### src/rtl/writeback_arbiter.sv
// Register-file write-port arbiter: merges pipeline writebacks with buffered MDU results,
// enforces a starvation bound on the MDU FIFO and tracks outstanding MDU destinations.
module writeback_arbiter #(
    parameter int unsigned FIFO_DEPTH   = 2,
    parameter int unsigned STARVE_LIMIT = 4
) (
    input  logic        clk,
    input  logic        rst,
    input  logic        pipe_wb_valid,
    input  logic [4:0]  pipe_wb_rd,
    input  logic [31:0] pipe_wb_data,
    output logic        pipe_stall,
    input  logic        mdu_issue_valid,
    input  logic [4:0]  mdu_issue_rd,
    input  logic        mdu_res_valid,
    input  logic [4:0]  mdu_res_rd,
    input  logic [31:0] mdu_res_data,
    output logic        mdu_res_ready,
    input  logic [4:0]  rs1_addr,
    input  logic [4:0]  rs2_addr,
    output logic        rs1_busy,
    output logic        rs2_busy,
    output logic        rf_wr_en,
    output logic [4:0]  rf_rd,
    output logic [31:0] rf_rd_value
);

    localparam int unsigned PTR_W = $clog2(FIFO_DEPTH);
    localparam logic [PTR_W:0] PTR_ONE = 1;
    localparam logic [3:0] LIMIT = 4'(STARVE_LIMIT);

    // Pointers carry one extra wrap bit so full and empty are distinguishable.
    logic [36:0]    mem [FIFO_DEPTH];
    logic [PTR_W:0] wr_ptr_reg;
    logic [PTR_W:0] rd_ptr_reg;
    logic           fifo_empty;
    logic           fifo_full;
    logic [36:0]    head;
    logic [4:0]     head_rd;
    logic [31:0]    head_data;

    logic           take_pipe;
    logic           pop;
    logic           push;

    logic [3:0]     starve_cnt_reg;
    logic [3:0]     starve_cnt_inc;
    logic           stall_reg;

    logic [31:0]    busy_reg;
    logic [31:0]    busy_next;

    logic           wr_en_reg;
    logic [4:0]     wr_rd_reg;
    logic [31:0]    wr_value_reg;

    assign fifo_empty = (wr_ptr_reg == rd_ptr_reg);
    assign fifo_full  = (wr_ptr_reg[PTR_W-1:0] == rd_ptr_reg[PTR_W-1:0]) &&
                        (wr_ptr_reg[PTR_W] != rd_ptr_reg[PTR_W]);

    assign head      = mem[rd_ptr_reg[PTR_W-1:0]];
    assign head_rd   = head[36:32];
    assign head_data = head[31:0];

    // Ready looks only at full, so a same-cycle pop never opens a slot early.
    assign mdu_res_ready = !fifo_full && !rst;
    assign push          = mdu_res_valid && !fifo_full && (mdu_res_rd != 5'd0);

    assign take_pipe = !stall_reg && pipe_wb_valid && (pipe_wb_rd != 5'd0);
    assign pop       = !take_pipe && !fifo_empty;

    always_ff @(posedge clk) begin
        if (push) begin
            mem[wr_ptr_reg[PTR_W-1:0]] <= {mdu_res_rd, mdu_res_data};
        end
    end

    always_ff @(posedge clk or posedge rst) begin
        if (rst) begin
            wr_ptr_reg <= '0;
            rd_ptr_reg <= '0;
        end else begin
            if (push) begin
                wr_ptr_reg <= wr_ptr_reg + PTR_ONE;
            end
            if (pop) begin
                rd_ptr_reg <= rd_ptr_reg + PTR_ONE;
            end
        end
    end

    assign starve_cnt_inc = starve_cnt_reg + 4'd1;

    // Each pipeline write that blocks a waiting MDU result counts toward a forced bubble.
    always_ff @(posedge clk or posedge rst) begin
        if (rst) begin
            starve_cnt_reg <= 4'd0;
            stall_reg      <= 1'b0;
        end else if (take_pipe && !fifo_empty) begin
            if (starve_cnt_inc == LIMIT) begin
                starve_cnt_reg <= 4'd0;
                stall_reg      <= 1'b1;
            end else begin
                starve_cnt_reg <= starve_cnt_inc;
                stall_reg      <= 1'b0;
            end
        end else begin
            starve_cnt_reg <= 4'd0;
            stall_reg      <= 1'b0;
        end
    end

    // A new issue to r wins over the retirement of an older r in the same edge.
    for (genvar gi = 0; gi < 32; gi++) begin : g_busy
        if (gi == 0) begin : g_zero
            assign busy_next[gi] = 1'b0;
        end else begin : g_bit
            assign busy_next[gi] = (mdu_issue_valid && (mdu_issue_rd == 5'(gi))) ||
                                   (busy_reg[gi] && !(pop && (head_rd == 5'(gi))));
        end
    end

    always_ff @(posedge clk or posedge rst) begin
        if (rst) begin
            busy_reg <= '0;
        end else begin
            busy_reg <= busy_next;
        end
    end

    assign rs1_busy = busy_reg[rs1_addr] && (rs1_addr != 5'd0);
    assign rs2_busy = busy_reg[rs2_addr] && (rs2_addr != 5'd0);

    always_ff @(posedge clk or posedge rst) begin
        if (rst) begin
            wr_en_reg    <= 1'b0;
            wr_rd_reg    <= 5'd0;
            wr_value_reg <= 32'd0;
        end else if (take_pipe) begin
            wr_en_reg    <= 1'b1;
            wr_rd_reg    <= pipe_wb_rd;
            wr_value_reg <= pipe_wb_data;
        end else if (pop) begin
            wr_en_reg    <= 1'b1;
            wr_rd_reg    <= head_rd;
            wr_value_reg <= head_data;
        end else begin
            wr_en_reg    <= 1'b0;
        end
    end

    assign rf_wr_en    = wr_en_reg;
    assign rf_rd       = wr_rd_reg;
    assign rf_rd_value = wr_value_reg;
    assign pipe_stall  = stall_reg;

endmodule
### config.mk
export PLATFORM = sky130hd
export DESIGN_NAME = writeback_arbiter
export DESIGN_NICKNAME = d
export VERILOG_FILES = /design/src/rtl/writeback_arbiter.sv
export SDC_FILE = /design/constraint.sdc
export NUM_CORES = 1
export LEC_CHECK = 0
export CORE_MARGIN = 3
export CORE_UTILIZATION = 40
export DETAILED_ROUTE_END_ITERATION = 7
export PLACE_DENSITY = 0.67
export SLEW_MARGIN = 20
export SYNTH_ARGS = -nofsm -noshare
export SYNTH_HDL_FRONTEND = slang
export SYNTH_SLANG_ARGS = --single-unit
### constraint.sdc
create_clock -name clk -period 2.95 [get_ports clk]
set_input_delay 0.7375 -clock clk [delete_from_list [all_inputs] [get_ports clk]]
set_output_delay 0.7375 -clock clk [all_outputs]
set_load 0.005 [all_outputs]
### Word-level counts from Yosys, hierarchy flattened

Memories as Yosys holds them, arrays and structs flattened.
Cells that the tools add are included.

| word-level totals | value |
|---|---|
| word-level logic and storage cells | 271 |
| bits in writable memories | 74 |
| bits in latches | 0 |
| output and inout port bits | 42 |
| memories | 1 |
| bits of input ports | 94 |
| register bits after elaboration | 78 |
| ROM bits | 0 |

| operators by class | value |
|---|---|
| shifts and indexed selects | 0 |
| reduce and logical (&&, ||, !) cells | 175 |
| multipliers | 0 |
| div/mod/pow operators | 0 |
| order comparisons | 2 |
| bitwise gates (word level) | 0 |
| equal/unequal tests | 66 |
| muxes and demuxes | 16 |
| $add $sub $neg | 3 |

Memory list:

| name | words | width | rd ports | clocked after memory_dff | write ports | RTL line | RTL |
|---|---|---|---|---|---|---|---|
| mem | 2 | 37 | 1 | 0 | 1 | 33 | `logic [36:0] mem [FIFO_DEPTH];` |

Operators with widths:

| kind | number |
|---|---|
| 5-bit equality test, second input constant | 32 |
| 1-bit logical AND | 103 |
| 5-bit by 4-bit equality test with 1-bit output, second input constant | 16 |
| 32-bit 2-to-1 mux | 2 |
| 5-bit by 3-bit equality test with 1-bit output, second input constant | 8 |
| 1-bit logical NOT | 36 |
| 1-bit logical OR | 31 |
| 5-bit by 2-bit equality test with 1-bit output, second input constant | 4 |
| 5-bit nonzero test | 4 |
| 5-bit by 6-bit < comparator with 1-bit output, second input constant | 2 |
| 1-bit binary-select mux with 5-bit select | 2 |
| 5-bit by 1-bit equality test with 1-bit output, second input constant | 2 |
| 5-bit 2-to-1 mux | 2 |
| 1-bit 2-to-1 mux | 8 |
| 4-bit 2-to-1 mux | 2 |
| 2-bit by 1-bit adder with 2-bit output, second input constant | 2 |
| 4-bit by 1-bit adder with 4-bit output, second input constant | 1 |
| 4-bit by 3-bit equality test with 1-bit output, second input constant | 1 |
| 2-bit equality test | 1 |
| 2-bit nonzero test | 1 |
| 1-bit equality test | 1 |
| 1-bit inequality test | 1 |

### Depth between registers and ports, before layout

| logic depth | value |
|---|---|
| depth after elaboration | 9 |
| depth in mapped cells | 7 |
| mapped depth without buffers | 4 |

### Worst setup path before layout

Ideal clock, no wire load.

| timing path | value |
|---|---|
| kind | input to register |
| from | input port mdu_res_rd[1] |
| to | memory mem[0][0], enable pin |
| stages on the path | 4 |
| data required time | 2.519 ns |
| arrival time | 2.525 ns |
| setup time | 0.431 ns |
| slack | -0.006 ns |
| path buffers | 0 |
| cells stage by stage | nor3_1 nand2_1 nand3_1 nor2_1 |

| on the way | value |
|---|---|
| cells in the longest elaborated chain, start to end | 4 |

Ends and longest elaborated chain:

| what | RTL line | RTL |
|---|---|---|
| start, declared | 16 | `input logic [4:0] mdu_res_rd,` |
| 5-bit nonzero test | 67 | `assign push = mdu_res_valid && !fifo_full && (mdu_res_rd != 5'd0);` |
| 1-bit logical AND | 67 |  |
| 1-bit 2-to-1 mux | 73 | `if (push) begin` |
| 1-bit 2-to-1 mux (not written as such) | 74 | `mem[wr_ptr_reg[PTR_W-1:0]] <= {mdu_res_rd, mdu_res_data};` |
| end, declared | 33 |  |

Every way passes these cells.

### Worst setup path after layout

| timing path | value |
|---|---|
| from | input port rs1_addr[0] |
| to | output port rs1_busy |

| on the way | value |
|---|---|
| cells in the longest elaborated chain, start to end | 3 |
| elaborated cells on any way between the ends | 4 |
| classes of those cells | mux (2); reduce/logical (2) |

Ends and longest elaborated chain:

| what | RTL line | RTL |
|---|---|---|
| start, declared | 19 | `input logic [4:0] rs1_addr,` |
| 1-bit binary-select mux with 5-bit select | 131 | `assign rs1_busy = busy_reg[rs1_addr] && (rs1_addr != 5'd0);` |
| 1-bit 2-to-1 mux (not written as such) | 131 |  |
| 1-bit logical AND (*) | 131 |  |
| end, declared | 21 | `output logic rs1_busy,` |

Every way passes the cells marked *; elsewhere a longest branch is shown, timed or not. The select of a mux whose other input is x is not followed.

==> results.md <==
* Outcome: finished clean
* Area grow syn2layout at 34.8%
* Vias in the first global route at approximately 5500
* Root Buffer: clkbuf_16
* CTS Buffer Depth at 2
* Total core area at 17400 um2
* Ys async rst share at 51.3%
* Largest register FFs at between 70 and 80
* Max Cap Viol at 0
* Peak supply drop at around 480 uV
* Ys flop type: dfrtp_1
* Crit Path Class: primary input to output pin
* H-Tree Depth at 4
* Syn_area_per_cell at 12.5 um2
* Area occupied by multi-input gates at 2850 um2
* CTS tree: done
* Rel. slew slack at 33.3%
* I/O Pins at ~140
* Nets at a little over 800
* Launch point of the worst reg-to-reg path: wr_ptr_reg[1]$_DFFE_PP0P_
* Critical path arrival at between 2 and 2.5 ns
* Syn_nets at 667
* Sequential fraction of the synthesis area at between 50% and 60%
* CP Capture Type: output pin
* Routed Antenna Nets at 0
* YS warnings at 0
* Global placement routability congestion at ~0.84
* Initial core utilization at about two fifths
* Power Density at 949 nW/um2
* Die area at approximately 20000 um2
* DPL Wire Length at ~13000 um
* WL/cell at ~19 um
* CTS buffer count at 17
* CTS Sinks at 152
* Vias at ~5200
* CP startpoint kind: primary input
* Clk Latency, worst-skew pair at slightly above 0.4 ns
* Leakage at about 3.7 nW
* Synth area leader: edfxtp_1
* RSZ-0062 raised after global routing: no
* Min-delay worst type: flop to flop
* Worst-Margin Slew at 1.00 ns
* Synth top area cells: edfxtp_1, dfrtp_1, mux2_2
* # diodes at 0
* Total grt overflow at 0
* Endpoints failing hold at 0
* Clock Skew at approximately 0.0077 ns
* Hold Buf Count CTS at 0
* Height of the die at about 140 um
* Clock transition at the registers of the reported paths at ~0.060 ns
* Crit Reg-Reg Endpoint: starve_cnt_reg[0]$_DFF_PP0_
* Cells after DPL at between 900 and 1000
* Final period demand of the worst path at 2.87 ns
* #FFs+latches synth at ~150
* Largest net degree at the start of global routing at 58
* Number of synthesized flops with an enable pin at 74
* Site row count at 48
* Worst hold stages at 1
* # port buffers at 135
* Final setup violating endpoints at 0
* Layout cell share with drive strength beyond 1 at between 15 and 20%
* Post-Syn Area at slightly above 7000 um2
* Worst hold start: rd_ptr_reg[1]$_DFFE_PP0P_
* Register area at roughly 4200 um2
* Routed vias/inst at 5.45
* Crit-path max FO at 3
* Overall global routing resource usage at between 15 and 20%
* Initial antenna violation count at 0
* First-pass GRT wire length at between 20000 and 30000 um
* Yosys cell types at 46
* Residual DRC at 0
* Hold EP: rd_ptr_reg[1]$_DFFE_PP0P_
* Fin. max-slew vios at 0
* Req. time, crit path at between 2 and 2.5 ns
* Post-Route WL at roughly 18000 um
* F_max at between 0.3 and 0.4 GHz
* Cell count after synthesis at 571
* DR iter-0 viols at 384
* Final cell count without fillers at roughly 960
* Filler Cells Inserted at approximately 1500
* Initial DRT Pass Iterations at 4
* Die W at about 140 um
* Reg2Reg Depth at 5
* Part of the cycle the worst path needs at a little over nine tenths
* Worst hold slack at 0.501 ns
* R2r setup slk at approximately 0.76 ns
* Synth top area share at 31.0%
[kinds of logic after synthesis]
logic type	Yosys count	share of synthesized area (%)
flip-flops	152	58.3
AO/OA/AOI/OAI	142	14.5
AND/OR/NAND/NOR	118	7.78
multiplexers	94	14.6
buffers and inverters	55	3.46
XOR/XNOR	8	0.979
adder cells (fa/ha/maj)	2	0.349
[what timing repair did]
item | CTS | global route
setup buffers | 2 | 0
pin swaps | 2 | 0
setup endpoints to repair | 2 | 2
hold endpoints to repair | 0 | 0
gates cloned | 0 | 0
gates resized for setup | 34 | 14
[synthesized netlist by cell type (4+ instances only)]
| library cell | n |
|---|---|
| nand2_1 | 50 |
| buf_2 | 6 |
| xnor2_1 | 5 |
| nand3_1 | 16 |
| nor2b_1 | 13 |
| a221o_1 | 23 |
| inv_1 | 21 |
| mux4_2 | 4 |
| a2111oi_0 | 7 |
| mux2i_1 | 46 |
| a221oi_1 | 4 |
| o21ai_1 | 47 |
| nand2b_1 | 7 |
| and3_1 | 4 |
| edfxtp_1 | 74 |
| a31oi_1 | 4 |
| buf_1 | 7 |
| a21oi_1 | 4 |
| o311ai_0 | 4 |
| buf_6 | 4 |
| dfrtp_1 | 78 |
| nor3_1 | 6 |
| o21a_1 | 23 |
| a32oi_1 | 4 |
| clkbuf_1 | 16 |
| nor2_1 | 15 |
| mux2_2 | 44 |
| a21o_1 | 6 |
[cell type report]
type | instances | share of cell area (%)
clock buffer | 18 | 4.55
clock inverter | 14 | 2.49
sequential | 152 | 43.3
timing repair buffer | 162 | 16.4
multi-input combinational | 364 | 29.6
tap | 225 | 2.92
inverter | 21 | 0.830
[worst max-delay path: stages]
cell and delay, ns:
buf_2 0.12, mux4_2 0.51, o22ai_2 0.16, a311oi_1 0.07, a221o_1 0.27, dlygate4sd2_1 0.26
[report_power, final]
part	switching [mW]	total (mW)	internal [mW]	leakage (nW)
sequential	0.368	3.32	2.95	1.55
clock	0.852	2.47	1.62	0.329
combinational	1.68	3.37	1.68	1.85
total	2.90	9.16	6.25	3.73
[per-stage QoR]
| step | TNS, ns | worst slack [ns] | area (um2) | power [mW] | utilization, % |
|---|---|---|---|---|---|
| 6_report | 0 | 0.0770 | 9650 | 9.16 | 55.4 |
| 5_1_grt | 0 | 0.00620 | 9650 | 9.67 | 55.4 |
| 4_1_cts | 0 | 0.00576 | 9610 | 9.22 | 55.2 |
| 3_5_place_dp | -1.23 | -0.614 | 8880 | 6.71 | 51.0 |
| 3_3_place_gp | -1.21 | -0.603 | 8880 | 6.61 | 51.0 |
| 2_1_floorplan | 0 | 0.217 | 7160 | 5.33 | - |
[cell usage in the layout, fill, tap and decap left out, drive strengths merged, types with 2 or more instances in the layout]
master and instances:
a2111oi 9, nor3 6, and3 4, bufinv 6, nor2b 13, a31oi 4, xnor2 5, mux2i 46
xor2 3, mux4 4, dfrtp 78, nand2b 7, a21oi 4, mux2 44, o311ai 4, o22ai 2
a221o 23, o41ai 2, clkbuf 21, o21a 23, clkinv 5, o31ai 2, o22a 2, a32oi 4
inv 23, buf 30, nor2 15, and3b 2, edfxtp 74, a221oi 4, a311oi 3, nand3 16
ha 2, clkdlybuf4s50 124, nand2 50, dlygate4sd2 3, a21o 6, o21ai 47
[how the worst max path moves through the flow]
stage | start | to | slack (ns)
2_1_floorplan | rst | busy_reg[10]$_DFF_PP0_ | 0.22
3_3_place_gp | rs1_addr[0] | rs1_busy | -0.60
3_5_place_dp | rs2_addr[0] | rs2_busy | -0.61
4_1_cts | rs1_addr[2] | rs1_busy | 0.006
5_1_grt | rs1_addr[0] | rs1_busy | 0.006
6_report | rs1_addr[0] | rs1_busy | 0.08
[layer usage]
layer,GRT usage [%],up-vias,wire length [um]
li1,-,2460,-
met1,24.5,2577,8170
met2,29.5,153,8440
met3,5.67,17,1200
met4,5.20,0,190
met5,0,-,0
Power figures use the tool's default switching activity.
